**config.mk**
```make
export PLATFORM = sky130hd
export DESIGN_NAME = ysyx_22041211_mem_arbiter
export DESIGN_NICKNAME = d
export VERILOG_FILES = /design/src/rtl/ysyx_22041211_mem_arbiter.sv
export SDC_FILE = /design/constraint.sdc
export NUM_CORES = 1
export LEC_CHECK = 0
export CAP_MARGIN = 20
export CORE_ASPECT_RATIO = 0.75
export CORE_UTILIZATION = 45
export DETAILED_ROUTE_END_ITERATION = 7
export PLACE_DENSITY = 0.85
export RECOVER_POWER = 50
export SYNTH_ARGS = -nofsm -noshare
export SYNTH_HDL_FRONTEND = slang
export SYNTH_SLANG_ARGS = --single-unit
```
**constraint.sdc**
```tcl
create_clock -name clk -period 5.94 [get_ports clk]
set_clock_uncertainty 0.2 [all_clocks]
set_input_delay 1.188 -clock clk [delete_from_list [all_inputs] [get_ports clk]]
set_output_delay 1.188 -clock clk [all_outputs]
set_load 0.03 [all_outputs]
```
**src/rtl/ysyx_22041211_mem_arbiter.sv**
```systemverilog
// Shares the single physical-memory port between the IFU and the LSU: one outstanding
// transaction, round-robin grant on contention, and a watchdog for responses that never arrive.
module ysyx_22041211_mem_arbiter #(
    parameter int unsigned DATA_LEN    = 32,
    parameter int unsigned ADDR_LEN    = 32,
    parameter int unsigned TIMEOUT_CYC = 255
) (
    input  logic                clk,
    input  logic                rst,

    input  logic                ifu_req_valid,
    output logic                ifu_req_ready,
    input  logic [ADDR_LEN-1:0] ifu_addr,
    output logic                ifu_resp_valid,
    output logic [DATA_LEN-1:0] ifu_rdata,
    output logic                ifu_resp_err,

    input  logic                lsu_req_valid,
    output logic                lsu_req_ready,
    input  logic [ADDR_LEN-1:0] lsu_addr,
    input  logic                lsu_wen,
    input  logic [DATA_LEN-1:0] lsu_wdata,
    input  logic [7:0]          lsu_wmask,
    output logic                lsu_resp_valid,
    output logic [DATA_LEN-1:0] lsu_rdata,
    output logic                lsu_resp_err,

    output logic                mem_req_valid,
    input  logic                mem_req_ready,
    output logic [ADDR_LEN-1:0] mem_addr,
    output logic                mem_wen,
    output logic [DATA_LEN-1:0] mem_wdata,
    output logic [7:0]          mem_wmask,
    input  logic                mem_resp_valid,
    input  logic [DATA_LEN-1:0] mem_rdata
);

    // Wide enough to hold TIMEOUT_CYC itself.
    localparam int unsigned CntW = $clog2(TIMEOUT_CYC + 1);

    typedef enum logic [1:0] {StIdle, StReq, StWait} state_e;
    typedef enum logic {OwnIfu = 1'b0, OwnLsu = 1'b1} owner_e;

    state_e              state_q, state_d;
    owner_e              owner_q, owner_d;
    owner_e              last_q, last_d;
    logic [CntW-1:0]     cnt_q, cnt_d, cnt_inc;

    logic                mem_req_valid_q, mem_req_valid_d;
    logic [ADDR_LEN-1:0] mem_addr_q, mem_addr_d;
    logic                mem_wen_q, mem_wen_d;
    logic [DATA_LEN-1:0] mem_wdata_q, mem_wdata_d;
    logic [7:0]          mem_wmask_q, mem_wmask_d;

    logic                ifu_resp_valid_q, ifu_resp_valid_d;
    logic [DATA_LEN-1:0] ifu_rdata_q, ifu_rdata_d;
    logic                ifu_resp_err_q, ifu_resp_err_d;
    logic                lsu_resp_valid_q, lsu_resp_valid_d;
    logic [DATA_LEN-1:0] lsu_rdata_q, lsu_rdata_d;
    logic                lsu_resp_err_q, lsu_resp_err_d;

    logic                grant_ifu, grant_lsu;
    logic                resp_fire, resp_err;
    logic [DATA_LEN-1:0] resp_data;

    always_comb begin
        state_d          = state_q;
        owner_d          = owner_q;
        last_d           = last_q;
        cnt_d            = cnt_q;
        cnt_inc          = cnt_q + 1'b1;
        mem_req_valid_d  = mem_req_valid_q;
        mem_addr_d       = mem_addr_q;
        mem_wen_d        = mem_wen_q;
        mem_wdata_d      = mem_wdata_q;
        mem_wmask_d      = mem_wmask_q;
        ifu_resp_valid_d = 1'b0;
        ifu_rdata_d      = ifu_rdata_q;
        ifu_resp_err_d   = ifu_resp_err_q;
        lsu_resp_valid_d = 1'b0;
        lsu_rdata_d      = lsu_rdata_q;
        lsu_resp_err_d   = lsu_resp_err_q;
        ifu_req_ready    = 1'b0;
        lsu_req_ready    = 1'b0;
        resp_fire        = 1'b0;
        resp_err         = 1'b0;
        resp_data        = {DATA_LEN{1'b0}};

        // On a tie the requester that was not served last wins.
        grant_lsu = lsu_req_valid && (!ifu_req_valid || (last_q == OwnIfu));
        grant_ifu = ifu_req_valid && !grant_lsu;

        case (state_q)
            StIdle: begin
                ifu_req_ready = grant_ifu;
                lsu_req_ready = grant_lsu;
                if (grant_lsu) begin
                    mem_addr_d      = lsu_addr;
                    mem_wen_d       = lsu_wen;
                    mem_wdata_d     = lsu_wdata;
                    mem_wmask_d     = lsu_wmask;
                    mem_req_valid_d = 1'b1;
                    owner_d         = OwnLsu;
                    last_d          = OwnLsu;
                    state_d         = StReq;
                end else if (grant_ifu) begin
                    mem_addr_d      = ifu_addr;
                    mem_wen_d       = 1'b0;
                    mem_wdata_d     = {DATA_LEN{1'b0}};
                    mem_wmask_d     = 8'h0F;
                    mem_req_valid_d = 1'b1;
                    owner_d         = OwnIfu;
                    last_d          = OwnIfu;
                    state_d         = StReq;
                end
            end
            StReq: begin
                if (mem_req_ready) begin
                    mem_req_valid_d = 1'b0;
                    cnt_d           = {CntW{1'b0}};
                    state_d         = StWait;
                end
            end
            StWait: begin
                cnt_d = cnt_inc;
                // A response in the final watchdog cycle still wins over the timeout.
                if (mem_resp_valid) begin
                    resp_fire = 1'b1;
                    resp_data = mem_wen_q ? {DATA_LEN{1'b0}} : mem_rdata;
                end else if (cnt_inc == CntW'(TIMEOUT_CYC)) begin
                    resp_fire = 1'b1;
                    resp_err  = 1'b1;
                end
                if (resp_fire) begin
                    state_d = StIdle;
                end
            end
            default: state_d = StIdle;
        endcase

        if (resp_fire) begin
            if (owner_q == OwnIfu) begin
                ifu_resp_valid_d = 1'b1;
                ifu_rdata_d      = resp_data;
                ifu_resp_err_d   = resp_err;
            end else begin
                lsu_resp_valid_d = 1'b1;
                lsu_rdata_d      = resp_data;
                lsu_resp_err_d   = resp_err;
            end
        end
    end

    always_ff @(posedge clk or negedge rst) begin
        if (!rst) begin
            state_q          <= StIdle;
            owner_q          <= OwnIfu;
            last_q           <= OwnIfu;
            cnt_q            <= {CntW{1'b0}};
            mem_req_valid_q  <= 1'b0;
            mem_addr_q       <= {ADDR_LEN{1'b0}};
            mem_wen_q        <= 1'b0;
            mem_wdata_q      <= {DATA_LEN{1'b0}};
            mem_wmask_q      <= 8'h00;
            ifu_resp_valid_q <= 1'b0;
            ifu_rdata_q      <= {DATA_LEN{1'b0}};
            ifu_resp_err_q   <= 1'b0;
            lsu_resp_valid_q <= 1'b0;
            lsu_rdata_q      <= {DATA_LEN{1'b0}};
            lsu_resp_err_q   <= 1'b0;
        end else begin
            state_q          <= state_d;
            owner_q          <= owner_d;
            last_q           <= last_d;
            cnt_q            <= cnt_d;
            mem_req_valid_q  <= mem_req_valid_d;
            mem_addr_q       <= mem_addr_d;
            mem_wen_q        <= mem_wen_d;
            mem_wdata_q      <= mem_wdata_d;
            mem_wmask_q      <= mem_wmask_d;
            ifu_resp_valid_q <= ifu_resp_valid_d;
            ifu_rdata_q      <= ifu_rdata_d;
            ifu_resp_err_q   <= ifu_resp_err_d;
            lsu_resp_valid_q <= lsu_resp_valid_d;
            lsu_rdata_q      <= lsu_rdata_d;
            lsu_resp_err_q   <= lsu_resp_err_d;
        end
    end

    assign mem_req_valid  = mem_req_valid_q;
    assign mem_addr       = mem_addr_q;
    assign mem_wen        = mem_wen_q;
    assign mem_wdata      = mem_wdata_q;
    assign mem_wmask      = mem_wmask_q;
    assign ifu_resp_valid = ifu_resp_valid_q;
    assign ifu_rdata      = ifu_rdata_q;
    assign ifu_resp_err   = ifu_resp_err_q;
    assign lsu_resp_valid = lsu_resp_valid_q;
    assign lsu_rdata      = lsu_rdata_q;
    assign lsu_resp_err   = lsu_resp_err_q;

endmodule

```
==> flow_summary.json <==
{
  "timing.final.setup_violations": 0,
  "post_cts_buffers": 0,
  "power.share.clock_pct": 18.9,
  "design.die.area_um2": 14860,
  "top_level_ports": 287,
  "slew_violations": 226,
  "area_share_of_fa_ha_maj_cells_after_synthesis_pct": 0.3869,
  "cts.path.max_buffers": 2,
  "coreArea_um2": 13890,
  "first_pass_grt_wire_length_um": 29590,
  "number_of_global_route_vias_before_repair": 5717,
  "die-height_um": 105.8,
  "leakage_uw": 0.004802,
  "final.min_clock_period_ps": 4743,
  "holdCritStartpoint": "ifu_rdata[21]$_DFFE_PN0P_",
  "cts.clk_slew.worst_paths_ps": 60,
  "synth_xor_xnor_area_share_pct": 0.2708,
  "clk-insertion-delay-late_ps": 410,
  "vias": 5589,
  "io_buffers": 286,
  "synth.avg_cell_area_um2": 10.03,
  "critical_path_required_ps": 4550,
  "cts_tree": "done",
  "final_common_cell": "sky130_fd_sc_hd__clkdlybuf4s50_1",
  "timing.critical_path.arrival_ps": 3360,
  "max-cap-violations": 5,
  "total_switching_power_uw": 2325,
  "grt_setup_unrepaired": "false",
  "post_cts_hold_buffer_count": 0,
  "cts_num_sinks": 153,
  "floorplan_row_count": 37,
  "number_of_nets_in_the_synthesized_netlist": 790,
  "synthesized_area_fraction_occupied_by_and_or_nand_nor_cells_pct": 15.53,
  "violated_checks": "max-capacitance violations, max-slew violations",
  "worst_setup_path_start_kind": "input port",
  "synth_top_area_share_pct": 59.20,
  "detail_route.first_pass.iterations": 4,
  "grt_remaining_overflow": 0,
  "n_antenna_cell": 0,
  "initialDrtViolationCount": 404,
  "yosys-mux-area-fraction_pct": 6.926,
  "detail_route.wirelength_um": 18180,
  "timing_hold_violations_final": 0,
  "dp.final_hpwl_um": 12920,
  "number_of_synthesized_flops_with_an_enable_pin": 0,
  "power.sequential.fraction_pct": 32.0,
  "synthTopCellsByArea": "sky130_fd_sc_hd__dfrtp_1 (59%), sky130_fd_sc_hd__nand2_1 (8.6%), sky130_fd_sc_hd__o21ai_0 (6.7%)",
  "grt_antenna_before_repair": 0,
  "worst_slew_margin_rel_pct": -15.12,
  "fraction_of_the_cycle_the_final_worst_path_needs_pct": 79.86,
  "comb_power_share_pct": 49.1,
  "remaining_drc_errors": 0,
  "setup-tns-final_ps": 0,
  "synth-compound-area-share_pct": 14.63,
  "critical_path_maximum_fanout": 21,
  "synthDistinctLibCells": 37,
  "grt_max_degree": 85,
  "worstHoldPathType": "flop to flop",
  "synth_area_leader_cell": "sky130_fd_sc_hd__dfrtp_1",
  "hold_slack_ps": 269.6,
  "worst_slew_pin_slew_ps": 1727,
  "h-tree-depth": 4,
  "grt.total_usage_pct": 25.84,
  "seq_area_frac_synth_pct": 59.20,
  "postRouteAntennaNets": 0,
  "internal_power_consumption_uw": 3129,
  "post_synthesis_async_set_or_reset_flop_share_pct": 100.0,
  "final_cell_mix": "sky130_fd_sc_hd__clkdlybuf4s50_1 (260), sky130_fd_sc_hd__dfrtp_1 (153), sky130_fd_sc_hd__nand2_1 (149), sky130_fd_sc_hd__o21ai_0 (87), sky130_fd_sc_hd__nor2_1 (67)",
  "status": "complete, but fails checks",
  "layout-drive-gt1-share_pct": 6.237,
  "synthCells": 645,
  "setup.worst_path.start": "ifu_req_valid",
  "clock-root-buffer": "sky130_fd_sc_hd__clkbuf_16",
  "final_util_pct": 72.22,
  "worst_setup_path_end_kind": "primary output",
  "yosysWarningCount": 0,
  "via_per_inst": 5.058,
  "p_sw_share_pct": 42.63,
  "finish.net_count": 1062,
  "synth.ff_latch_count": 153,
  "ctsResizeCount": 0,
  "achievable-frequency_ghz": 0.2108,
  "cts_buffers": 17,
  "timing.setup.critical_path_class": "input port to primary output",
  "predominant_post_synthesis_flop_cell": "sky130_fd_sc_hd__dfrtp_1",
  "power_density_nw_per_um2": 543.8,
  "synthesis.area_um2": 6467,
  "globalplace.congestion": 0.7700,
  "post_detailed_route_wirelength_per_cell_um": 16.45,
  "synth_top_family_by_area": "simple AND/OR/NAND/NOR gates",
  "crit-reg2reg-launch": "cnt_q[0]$_DFFE_PN0P_",
  "synthToLayoutAreaGrowth_pct": 55.08,
  "floorplan.die.width_um": 140.4,
  "start_util_pct": 46.57,
  "vdd_ir_drop_max_mv": 0.3860
}
==> layer usage <==
layer | vias to the layer above | global-route usage, % | share of wire (%)
met5 | - | 0 | 0
met4 | 0 | 7.457 | 1.2
met3 | 21 | 7.951 | 6.5
met2 | 162 | 43.79 | 50
met1 | 2707 | 31.82 | 42
li1 | 2699 | - | -
==> critical path: stages <==
cell and delay [ps]:
sky130_fd_sc_hd__clkdlybuf4s50_1 480, sky130_fd_sc_hd__a21boi_4 540, sky130_fd_sc_hd__buf_4 440, sky130_fd_sc_hd__nor2_1 90, sky130_fd_sc_hd__clkdlybuf4s50_1 600
==> cell usage after synthesis, drive strengths merged, types with 2 or more instances <==
cell type	n
and2	10
nor2	68
nand2	149
clkbuf	35
o31ai	2
mux2i	32
o21ai	89
inv	4
nand3	2
dfrtp	153
mux2	10
nand2b	5
ha	2
a21oi	5
buf	8
a21o	55
==> kinds of logic (layout without fill, tap and decap cells) <==
group | count (synthesis) | in the layout
compound gates | 156 | 156
xor+xnor | 2 | 2
fa+ha+maj | 2 | 2
buf+inv | 47 | 332
flops | 153 | 153
mux | 42 | 42
simple gates | 243 | 243
==> power groups by stage <==
stage	clock network [uW]	logic, uW	registers (uW)
final	1030	2680	1740
after global routing	1100	2850	1800
after CTS	1060	2700	1750
after detailed placement	0	2690	1750
after global placement	0	2650	1740
after floorplan	0	646	2580
==> worst paths after layout <==
kind / to / slack, ps / cells after the start
max: ifu_req_ready / 1200 / 5
min: ifu_rdata[21]$_DFFE_PN0P_ / 270 / 1
max reg2reg: ifu_rdata[0]$_DFFE_PN0P_ / 2030 / 8
min reg2reg: ifu_rdata[21]$_DFFE_PN0P_ / 270 / 1
max in group asynchronous: ifu_rdata[21]$_DFFE_PN0P_ / 2270 / 2
min in group asynchronous: ifu_rdata[12]$_DFFE_PN0P_ / 970 / 1
==> area by class of cell <==
cell class	count	area (um2)
Fill cell	1021	3859
Sequential cell	153	3829
Timing Repair Buffer	296	2959
Multi-Input combinational cell	445	2451
Clock buffer	17	425.4
Tap cell	175	219.0
Clock inverter	15	131.4
Inverter	4	15.01
==> registers in the layout (all words and copies together), names as in the netlist <==
| signal | count |
|---|---|
| cnt_q | 8 |
| ifu_rdata | 32 |
| ifu_resp_err | 1 |
| ifu_resp_valid | 1 |
| last_q | 1 |
| lsu_rdata | 32 |
| lsu_resp_err | 1 |
| lsu_resp_valid | 1 |
| mem_addr | 32 |
| mem_req_valid | 1 |
| mem_wdata | 32 |
| mem_wen | 1 |
| mem_wmask | 8 |
| state_q | 2 |
==> per-stage QoR <==
stage | total power (uW) | setup slack, ps | std cells | cell area [um2]
after floorplan | 3228 | 2009 | 645 | 6467
after CTS | 5501 | 1175 | 1103 | 10010
after detailed placement | 4448 | 1168 | 1071 | 9453
after global routing | 5748 | 1045 | 1105 | 10030
final | 5454 | 1197 | 1105 | 10030
after global placement | 4389 | 1225 | 1071 | 9453
(Power assumes the default switching activity.)
